**config.mk**
```make
export PLATFORM = sky130hd
export DESIGN_NAME = nonce_dispatcher
export DESIGN_NICKNAME = d
export VERILOG_FILES = /design/src/rtl/nonce_dispatcher.sv
export SDC_FILE = /design/constraint.sdc
export NUM_CORES = 1
export LEC_CHECK = 0
export CAP_MARGIN = 10
export CORE_MARGIN = 2
export CORE_UTILIZATION = 48
export CTS_CLUSTER_SIZE = 14
export DETAILED_ROUTE_END_ITERATION = 12
export DONT_BUFFER_PORTS = 1
export PLACE_DENSITY = 0.61
export SKIP_CTS_REPAIR_TIMING = 1
export SYNTH_ARGS = -nofsm -noshare
export SYNTH_HDL_FRONTEND = slang
export SYNTH_SLANG_ARGS = --single-unit
export TNS_END_PERCENT = 20
```
**constraint.sdc**
```tcl
create_clock -name clk -period 5.62 [get_ports clk]
set_input_delay 0.843 -clock clk [delete_from_list [all_inputs] [get_ports clk]]
set_output_delay 0.843 -clock clk [all_outputs]
set_load 0.1 [all_outputs]
```
**src/rtl/nonce_dispatcher.sv**
```systemverilog
// nonce_dispatcher
// Sequences one nonce search across NUM_CORES hash cores. An accepted start
// latches [nonce_begin, nonce_end]; each DISPATCH cycle the next nonce goes to
// the lowest-index idle core. Core done/hit results are collected and the
// first hit (lowest core index on ties) is reported as found_nonce.
//
// Ports:
//   clk, reset           system clock, synchronous active-high reset
//   start, abort         one-cycle control pulses from the CSR block
//   nonce_begin/end      inclusive search range, sampled on accepted start
//   core_start/nonce     one-hot launch pulse and its nonce
//   core_done/hit        per-core completion pulse and qualified hit flag
//   busy                 high in DISPATCH and DRAIN
//   complete, found      search status, held until next start or reset
//   found_nonce          winning nonce
//   hashes_done          completed-hash count
//
// Optional feature: define NONCE_DISPATCHER_STATS_EN to build the saturating
// hashes_done counter; otherwise hashes_done is tied to zero.
module nonce_dispatcher #(
    parameter int unsigned NUM_CORES = 4,
    parameter int unsigned NONCE_W   = 32
) (
    input  logic                 clk,
    input  logic                 reset,
    input  logic                 start,
    input  logic                 abort,
    input  logic [NONCE_W-1:0]   nonce_begin,
    input  logic [NONCE_W-1:0]   nonce_end,
    output logic [NUM_CORES-1:0] core_start,
    output logic [NONCE_W-1:0]   core_nonce,
    input  logic [NUM_CORES-1:0] core_done,
    input  logic [NUM_CORES-1:0] core_hit,
    output logic                 busy,
    output logic                 complete,
    output logic                 found,
    output logic [NONCE_W-1:0]   found_nonce,
    output logic [31:0]          hashes_done
);

    typedef enum logic [1:0] {StIdle, StDispatch, StDrain, StDone} state_e;

    state_e               r_state;
    state_e               w_state_d;
    // One extra bit so a range ending at all-ones terminates instead of wrapping.
    logic [NONCE_W:0]     r_next_nonce;
    logic [NONCE_W-1:0]   r_end;
    logic [NUM_CORES-1:0] r_active;
    logic [NONCE_W-1:0]   r_tag [NUM_CORES];
    logic                 r_hit;
    logic                 r_abort;
    logic                 r_complete;
    logic                 r_found;
    logic [NONCE_W-1:0]   r_found_nonce;

    logic                 w_busy;
    logic                 w_accept_start;
    logic                 w_empty_range;
    logic                 w_have_nonce;
    logic                 w_can_launch;
    logic                 w_hit_take;
    logic                 w_drained;
    logic                 w_abort_fin;
    logic [NUM_CORES-1:0] w_idle;
    logic [NUM_CORES-1:0] w_launch;
    logic [NUM_CORES-1:0] w_done;
    logic [NUM_CORES-1:0] w_hits;
    logic [NONCE_W-1:0]   w_hit_nonce;

    assign w_busy         = (r_state == StDispatch) || (r_state == StDrain);
    assign w_accept_start = start && ((r_state == StIdle) || (r_state == StDone));
    assign w_empty_range  = nonce_begin > nonce_end;
    assign w_have_nonce   = r_next_nonce <= {1'b0, r_end};
    assign w_can_launch   = (r_state == StDispatch) && !abort && w_have_nonce;
    assign w_idle         = ~r_active;
    // x & -x isolates the lowest idle core.
    assign w_launch       = w_can_launch ? (w_idle & (~w_idle + NUM_CORES'(1))) : '0;

    // Done pulses on cores that were never launched are ignored.
    assign w_done         = core_done & r_active;
    assign w_hits         = w_done & core_hit;
    assign w_hit_take     = w_busy && !r_abort && !abort && !r_hit && (|w_hits);
    assign w_drained      = (r_state == StDrain) && (r_active == '0);
    assign w_abort_fin    = r_abort || abort;

    // Lowest hitting core wins: scan downward so the last match is the lowest.
    always_comb begin
        w_hit_nonce = '0;
        for (int i = NUM_CORES - 1; i >= 0; i--) begin
            if (w_hits[i]) w_hit_nonce = r_tag[i];
        end
    end

    always_comb begin
        w_state_d = r_state;
        case (r_state)
            StIdle, StDone: begin
                if (w_accept_start) w_state_d = w_empty_range ? StDone : StDispatch;
            end
            StDispatch: begin
                if (abort || w_hit_take || !w_have_nonce) w_state_d = StDrain;
            end
            StDrain: begin
                if (r_active == '0) w_state_d = w_abort_fin ? StIdle : StDone;
            end
            default: w_state_d = StIdle;
        endcase
    end

    always_ff @(posedge clk) begin
        if (reset) r_state <= StIdle;
        else       r_state <= w_state_d;
    end

    always_ff @(posedge clk) begin
        if (reset) begin
            r_next_nonce  <= '0;
            r_end         <= '0;
            r_active      <= '0;
            r_hit         <= 1'b0;
            r_abort       <= 1'b0;
            r_complete    <= 1'b0;
            r_found       <= 1'b0;
            r_found_nonce <= '0;
            for (int i = 0; i < NUM_CORES; i++) r_tag[i] <= '0;
        end else begin
            r_active <= (r_active & ~core_done) | w_launch;
            if (|w_launch) r_next_nonce <= r_next_nonce + 1'b1;
            for (int i = 0; i < NUM_CORES; i++) begin
                if (w_launch[i]) r_tag[i] <= r_next_nonce[NONCE_W-1:0];
            end
            if (w_busy && abort) r_abort <= 1'b1;
            if (w_hit_take) begin
                r_hit         <= 1'b1;
                r_found_nonce <= w_hit_nonce;
            end
            if (w_drained) begin
                if (w_abort_fin) begin
                    // Aborted search leaves no result behind.
                    r_complete    <= 1'b0;
                    r_found       <= 1'b0;
                    r_found_nonce <= '0;
                    r_hit         <= 1'b0;
                    r_abort       <= 1'b0;
                end else begin
                    r_complete <= 1'b1;
                    r_found    <= r_hit;
                end
            end
            if (w_accept_start) begin
                r_next_nonce  <= {1'b0, nonce_begin};
                r_end         <= nonce_end;
                r_hit         <= 1'b0;
                r_abort       <= 1'b0;
                r_found       <= 1'b0;
                r_found_nonce <= '0;
                r_complete    <= w_empty_range;
            end
        end
    end

    assign core_start  = w_launch;
    assign core_nonce  = (|w_launch) ? r_next_nonce[NONCE_W-1:0] : '0;
    assign busy        = w_busy;
    assign complete    = r_complete;
    assign found       = r_found;
    assign found_nonce = r_found_nonce;

`ifdef NONCE_DISPATCHER_STATS_EN
    logic [31:0] r_hashes;
    logic [4:0]  w_done_cnt;
    logic [32:0] w_hash_sum;

    always_comb begin
        w_done_cnt = '0;
        for (int i = 0; i < NUM_CORES; i++) w_done_cnt = w_done_cnt + 5'(w_done[i]);
    end

    assign w_hash_sum = {1'b0, r_hashes} + 33'(w_done_cnt);

    always_ff @(posedge clk) begin
        if (reset)               r_hashes <= '0;
        else if (w_accept_start) r_hashes <= '0;
        else if (w_busy)         r_hashes <= w_hash_sum[32] ? 32'hFFFF_FFFF : w_hash_sum[31:0];
    end

    assign hashes_done = r_hashes;
`else
    assign hashes_done = '0;
`endif

endmodule

```
# --- After elaboration in Yosys (flattened, before gate mapping) ---
# Memory sizes are Yosys's and may differ from the RTL's.
# Cells that the tools add are included.
word_totals:
  ram_bits: 128
  register_bits: 107
  n_memories: 1
  wordCells: 105
  inputBits: 76
  out_inout_bits: 103
classes:
  bitwise_logic: 12
  reduce_logical: 27
  mux: 45
  add_sub_neg: 2
  eq_ne: 6
  magnitude_cmp: 2
memory_table:
  columns: ["memory", "depth", "word_bits", "read_ports", "rd_clocked_by_memory_dff", "wr", "line", "source"]
  rows:
  - ["r_tag", 4, 32, 4, 0, 4, "49", "logic [NONCE_W-1:0] r_tag [NUM_CORES];"]
ops:
  columns: ["operator", "count"]
  rows:
  - ["$mux 32", 14]
  - ["$add 33x1->33 const B", 1]
  - ["$le 33x32->1", 1]
  - ["$gt 32x32->1", 1]
  - ["$mux 1", 24]
  - ["$and 4x4->4", 4]
  - ["$not 4->4", 3]
  - ["$mux 2", 5]
  - ["$logic_and 1x1->1", 9]
  - ["$reduce_or 4->1", 2]
  - ["$pmux 2 s3", 1]
  - ["$logic_or 1x1->1", 5]
  - ["$add 4x1->4 const B", 1]
  - ["$eq 2x2->1 const B", 2]
  - ["$logic_not 1->1", 4]
  - ["$logic_not 4->1", 1]
  - ["$mux 4", 1]
  - ["$ne 2x1->1 const B", 2]
  - ["$or 1x1->1", 4]
  - ["$or 4x4->4", 1]
  - ["$reduce_bool 2->1", 2]
  - ["$reduce_or 2->1", 2]
  - ["$reduce_and 3->1", 1]
  - ["$eq 2x1->1 const B", 1]
  - ["2 further kinds", 2]

# --- Longest topological paths before layout ---
# Gate-level depths: netlist of the first run.
logic_depth:
  depth_word: 10
  mapped_depth: 12
  mapped_depth_nobuf: 9

# --- Least setup slack after synthesis of the first run ---
# OpenSTA, ideal clock, no wires.
synth_timing:
  path_kind: "reg2out"
  start: "register r_next_nonce[15]"
  end: "output core_nonce[0]"
  t_required_ns: 4.777
  arrival_time_ns: 3.980
  stages_incl_launch_ff: 10
  setup_slack_ns: 0.797
  path_buffers: 3
  cell_sequence: "dfxtp_1 ha_1 and4_1 a221oi_1 a21boi_1 o22a_1 buf_6 buf_4 buf_6 nor3_1"
synth_between:
  elab_chain_len: 5
synth_lines:
  columns: ["item", "line", "source"]
  rows:
  - ["start, declared", "46", "logic [NONCE_W:0] r_next_nonce;"]
  - ["start signal, assigned", "128", "if (|w_launch) r_next_nonce <= r_next_nonce + 1'b1;"]
  - ["start signal, assigned", "151", "r_next_nonce <= {1'b0, nonce_begin};"]
  - ["$le 33x32->1", "73", "assign w_have_nonce = r_next_nonce <= {1'b0, r_end};"]
  - ["$logic_and 1x1->1", "74", "assign w_can_launch = (r_state == StDispatch) && !abort && w_have_nonce;"]
  - ["$mux 4", "77", "assign w_launch = w_can_launch ? (w_idle & (~w_idle + NUM_CORES'(1))) : '0;"]
  - ["$reduce_or 4->1", "163", "assign core_nonce = (|w_launch) ? r_next_nonce[NONCE_W-1:0] : '0;"]
  - ["$mux 32", "163", null]
  - ["end, declared", "31", "output logic [NONCE_W-1:0] core_nonce,"]
# Every way passes these cells.

# --- Worst setup path in the final report of the first run ---
layout_timing:
  start: "register r_next_nonce[15]"
  end: "output core_nonce[4]"
# Same word-level chain as after synthesis.

==> flow_summary.yaml, run 1 <==
floorplanning:
  num_rows: 58
  die_width_um: 165
  fp.dieArea_sq_um: 27300
  start_util: 0.492
  io_pins: 179
  fp.dieH_um: 165
  core_area_sq_um: 25300
pwr:
  p_clk_frac: 0.304
  leakagePower_uw: 0.00488
  p_per_area_nw_per_um2: 409
  p_int_uw: 3430
  p_seq_frac: 0.420
  power_frac_comb: 0.276
  sw_frac_of_total: 0.378
  power.switching_uw: 2090
  ir_drop_v: 0.000223
clock_tree:
  cts_buffers: 25
  cts_tree: "built"
  cts.sinks: 235
  htree_levels: 1
  cts-root-buf: "clkbuf_16"
  clock_latency_ns: 0.54
  clockBufferDepth: 3
  cts.clk_slew.worst_paths_ns: 0.06
detailed_routing:
  drt-total-wl_mm: 36.4
  vias: 10100
  detail_route.wl_per_cell_um: 21.7
  via_per_inst: 6.02
  dr.pass1.iters: 5
  drc: 0
  ant_nets: 0
  drt-initial-drc-count: 903
worst_setup_path:
  endpoint_kind: "output pin"
  critPathKind: "flop to output pin"
  cp.arrival_ns: 4.03
  critPathLaunchType: "flop"
  crit_required_ns: 4.78
  critPathMaxFanout: 40
yosys:
  synth_edf_count: 128
  synthAdderAreaFrac: 0.0672
  synth_area_leader_cell: "edfxtp_1"
  synth_compound_area_frac: 0.136
  synth-xor-area-share: 0
  synth_top_family_by_area: "simple AND/OR/NAND/NOR gates"
  ys_ff_latch: 235
  avgSynthCellArea_sq_um: 9.06
  yosys.area_share.simple: 0.241
  synth_area_sq_um: 12500
  syn_inst: 1376
  yosysTopAreaCellShare: 0.308
  yosys.cell_types.count: 57
  synth_area_leaders: "edfxtp_1, dfxtp_1, nor2_1"
  synth_async_sr_flop_share: 0
  ys_seq_area_frac: 0.480
  yosysWarnings: 0
  ys.flop_type: "edfxtp_1"
  synthMuxAreaShare: 0.000803
run:
  drv_cap: 0
placed_design:
  dp.final_hpwl_mm: 24.5
  portBuffers: 0
  gp_congestion: 0.863
timing:
  whs_ns: 0.367
  max_slew_margin: 0.291
  worst_slew_pin_slew_ns: 1.07
  drv_slew: 0
  fin_skew_ns: 0.00892
  fin_crit_sh: 0.867
  finalSetupViolCount: 0
  fmax_ghz: 0.205
  finalHoldViolations: 0
  post-route-min-period_ns: 4.87
  setup_tns_ns: 0
  rsz0062_at_grt: "false"
global_routing:
  grt_pass1_wl_mm: 55.1
  grt_max_degree: 113
  overflow: 0
  grt_pass1_vias: 9240
  track_usage: 0.264
  antenna_found_initial: 0
final_layout:
  seq_area_sq_um: 5990
  syn_to_final_growth_pct: 8.07
  fin_nets: 1472
  diodes: 0
  n_fill_cell: 2341
  multiInputGateArea_sq_um: 5720
  drive_above_1_share: 0.0668
status:
  outcome: "completed"
hold_path:
  hold_path.class: "input pin to flop"
==> area by class of cell <==
class	instances	area share
clock buffer	37	0.0552
clock inverter	9	0.00678
inverter	76	0.0212
multi-input combinational	965	0.424
sequential	235	0.444
tap	330	0.0306
timing repair buffer	26	0.0175
==> metrics by stage <==
step	worst slack (ns)	cells	area (sq um)	total power, uW	util
finish	0.746	1678	13500	5520	0.532
global route	0.581	1678	13500	5760	0.532
CTS	0.810	1678	13500	5520	0.532
detailed placement	1.38	1632	12600	3860	0.499
global placement	1.44	1632	12600	3830	0.499
floorplan	0.797	1407	12600	3450	-
==> cells in the mapped netlist (all sizes together), types with 2 or more instances <==
| cell | n |
|---|---|
| nand2b | 44 |
| o22ai | 3 |
| o21a | 2 |
| nor4b | 16 |
| o221ai | 2 |
| and2 | 4 |
| nand4b | 2 |
| buf | 54 |
| and3 | 47 |
| a221oi | 33 |
| nand2 | 144 |
| inv | 76 |
| edfxtp | 128 |
| nand3b | 2 |
| a211oi | 7 |
| o211ai | 2 |
| a22oi | 2 |
| dfxtp | 107 |
| nor4 | 35 |
| nor3 | 16 |
| nor2 | 246 |
| clkbuf | 77 |
| or4 | 6 |
| o21ai | 45 |
| ha | 67 |
| o31ai | 5 |
| o311ai | 34 |
| a21o | 4 |
| o31a | 4 |
| a311oi | 29 |
| nand4 | 18 |
| and4 | 11 |
| a21oi | 65 |
| nor2b | 4 |
| or3 | 6 |
| nand3 | 18 |
==> sequential cells by signal, indices dropped and copies added (netlist names) <==
register	flops
found	1
r_end	32
r_tag	128
r_next_nonce	33
complete	1
r_state	2
found_nonce	32
r_hit	1
r_active	4
r_abort	1
==> power groups by stage <==
| stage | logic [uW] | registers [uW] | clock network [uW] |
|---|---|---|---|
| detailed placement | 1510 | 2340 | 0 |
| finish | 1520 | 2320 | 1680 |
| global route | 1670 | 2340 | 1750 |
| global placement | 1500 | 2330 | 0 |
| floorplan | 1230 | 2220 | 0 |
| CTS | 1520 | 2310 | 1700 |
==> metal layers <==
layer / part of all wire / GRT usage / vias up
met5: 0 / 0 / -
met2: 0.47 / 0.435 / 420
met3: 0.074 / 0.0417 / 59
met4: 0.029 / 0.0684 / 0
met1: 0.43 / 0.362 / 4833
li1: - / - / 4787
==> cell usage in the layout (no fill, tap or decap), types with 6 or more instances in the layout <==
cell / n
conb_1: 32
or3_1: 6
a211oi_1: 7
nor4b_1: 16
a221oi_1: 33
or4_1: 6
nand3_1: 17
nand2_1: 143
o311ai_0: 26
nand4_1: 18
nor3_1: 13
o311ai_1: 8
ha_1: 67
nand2b_1: 44
clkbuf_16: 26
o21ai_0: 38
nor4_1: 32
a311oi_1: 26
nor2_1: 245
a21oi_1: 65
o21ai_1: 6
dfxtp_1: 107
and4_1: 11
edfxtp_1: 128
inv_1: 75
buf_4: 24
and3_1: 44
==> final timing paths <==
| kind | startpoint | to | slack (ns) | depth (start not counted) |
|---|---|---|---|---|
| max | r_next_nonce[15] | core_nonce[4] | 0.75 | 6 |
| max reg2reg | r_next_nonce[15] | r_tag[0][10] | 1.54 | 9 |
| min | reset | r_end[25] | 0.37 | 1 |
| min reg2reg | r_end[3] | r_end[3] | 0.45 | 2 |
==> kinds of logic (layout without fill, tap and decap cells) <==
| group | Yosys count | after routing |
|---|---|---|
| AO/OA/AOI/OAI | 242 | 242 |
| adder cells (fa/ha/maj) | 67 | 67 |
| buffers and inverters | 207 | 148 |
| flip-flops | 235 | 235 |
| multiplexers | 1 | 1 |
| other | 1 | 32 |
| AND/OR/NAND/NOR | 623 | 623 |
==> worst max-delay path, stage by stage, from the launching register on <==
cell and delay (ns):
dfxtp_1 0.48, ha_1 0.33, and4_1 0.21, a221oi_1 0.49, a21boi_1 0.22, o22ai_4 0.75
and3_1 1.00
(Power assumes the default switching activity.)
==> run 2, diff against run 1 <==
- CORE_UTILIZATION: 48 -> 65
- PLACE_DENSITY: 0.61 -> 0.79
- RECOVER_POWER: unset -> 25
==> run 2 against run 1 <==
  * Power grew 0.20%
  * Sequential power about the same
  * Flip-flop and latch count did not move
  * First-iteration DRC count up 36%
  * Global-route usage is 7.2 points higher
  * Worst setup slack better by 0.13 ns
  * Count of clock-buffer cells in the layout fell by 4
  * Die area decreased by 26%
  * Highest routed layer unchanged
  * Non-clock buffer count unchanged
  * Critical path type unchanged
  * Combinational power hardly changed
  * The run now ends with capacitance limit, slew limit left
  * Sequential share of layout area rose by 0.45 points
==> flow_summary.yaml, run 2 (synthesized netlist as in run 1, its figures left out) <==
worst_setup_path:
  critPathLaunchType: "flop"
  cp.arrival_ns: 3.90
  crit_required_ns: 4.78
  critPathMaxFanout: 38
  endpoint_kind: "output pin"
  critPathKind: "flop to output pin"
clock_tree:
  htree_levels: 1
  clockBufferDepth: 3
  cts-root-buf: "clkbuf_16"
  clock_latency_ns: 0.54
  cts_buffers: 24
  cts.sinks: 235
  cts.clk_slew.worst_paths_ns: 0.07
  cts_tree: "built"
final_layout:
  regMostFlops: "r_tag"
  diodes: 0
  syn_to_final_growth_pct: 6.97
  fin_cells: 1580
  drive_above_1_share: 0.0609
  final_common_cell: "nor2_1"
  fin_nets: 1471
  reg.largest.list: "r_tag: 128 flops, r_next_nonce: 33 flops"
  largest_reg_flops: 128
  layout.cells.most_common_list: "nor2_1, nand2_1, edfxtp_1, dfxtp_1, inv_1"
status:
  violations: "capacitance limit, slew limit"
  outcome: "finished with violations"
timing:
  max_slew_margin: -0.558
  rsz0062_at_grt: "false"
  finalSetupViolCount: 0
  post-route-min-period_ns: 4.74
  finalHoldViolations: 0
  setup_slack_ns: 0.879
  whs_ns: 0.371
  drv_slew: 78
  worst_slew_pin_slew_ns: 2.34
  fin_skew_ns: 0.0127
  fmax_ghz: 0.211
  fin_crit_sh: 0.844
  setup_tns_ns: 0
placed_design:
  place_ws_ns: 1.48
  portBuffers: 0
  dp.cells: 1536
  gp_congestion: 0.970
  dp.final_hpwl_mm: 22.5
detailed_routing:
  vias: 10300
  drc: 0
  dr.pass1.iters: 6
  drt-total-wl_mm: 34.3
  via_per_inst: 6.54
  ant_nets: 0
  detail_route.wl_per_cell_um: 21.7
  drt-initial-drc-count: 1228
pwr:
  ir_drop_v: 0.000248
  p_per_area_nw_per_um2: 414
  p_int_uw: 3470
  p_clk_frac: 0.307
  p_seq_frac: 0.419
  power.switching_uw: 2060
  leakagePower_uw: 0.00487
  sw_frac_of_total: 0.372
  power_frac_comb: 0.273
floorplanning:
  die_width_um: 142
  fp.dieH_um: 142
  io_pins: 179
  num_rows: 50
  core_area_sq_um: 18800
  start_util: 0.664
  fp.dieArea_sq_um: 20300
global_routing:
  track_usage: 0.335
  grt_pass1_vias: 9690
  overflow: 0
  grt_max_degree: 113
  antenna_found_initial: 0
  grt_pass1_wl_mm: 53.2
run:
  drv_cap: 2
hold_path:
  hold_path.class: "input pin to flop"
run 2: final timing paths:
kind                    startpoint       endpoint  slack [ns]  depth (start not counted)
setup / recovery  r_next_nonce[18]  core_nonce[4]        0.88                          7
setup reg to reg  r_next_nonce[31]    r_tag[3][0]        1.23                         10
hold / removal               reset      r_end[24]        0.37                          1
hold reg to reg          r_end[24]      r_end[24]        0.45                          2
run 2: power by group through the flow:
stage,Combinational [uW],Clock (uW),Sequential [uW]
after floorplan,1230,0,2220
after global placement,1470,0,2320
after detailed placement,1490,0,2340
after CTS,1500,1690,2300
after global routing,1650,1760,2330
final,1510,1700,2320
run 2: critical path, stage by stage (launching register included):
cell	delay, ns
dfxtp_1	0.61
ha_1	0.32
and4_1	0.22
and4bb_2	0.26
nand2_1	0.07
o2111ai_1	0.18
o22ai_4	0.69
and3_1	0.98
run 2: stage by stage:
stage	total power [uW]	util	cell area [sq um]
floorplan	3450	-	12600
global placement	3790	0.667	12500
detailed placement	3820	0.667	12500
CTS	5490	0.712	13400
global route	5740	0.711	13300
finish	5530	0.711	13300
run 2: routing by layer:
layer,global-route usage,part of all wire,up-vias
met5,0,0,-
met4,0.113,0.031,0
met3,0.0552,0.086,76
met2,0.554,0.48,560
met1,0.452,0.40,4904
li1,-,-,4789
run 2: cell type report:
type | instances | area, sq um
flip-flops and latches | 235 | 5990
well taps | 234 | 293
clock buffers | 33 | 697
multi-input cells | 965 | 5710
inverters | 76 | 285
clock inverters | 11 | 143
fillers | 1435 | 5430
repair buffers | 26 | 220
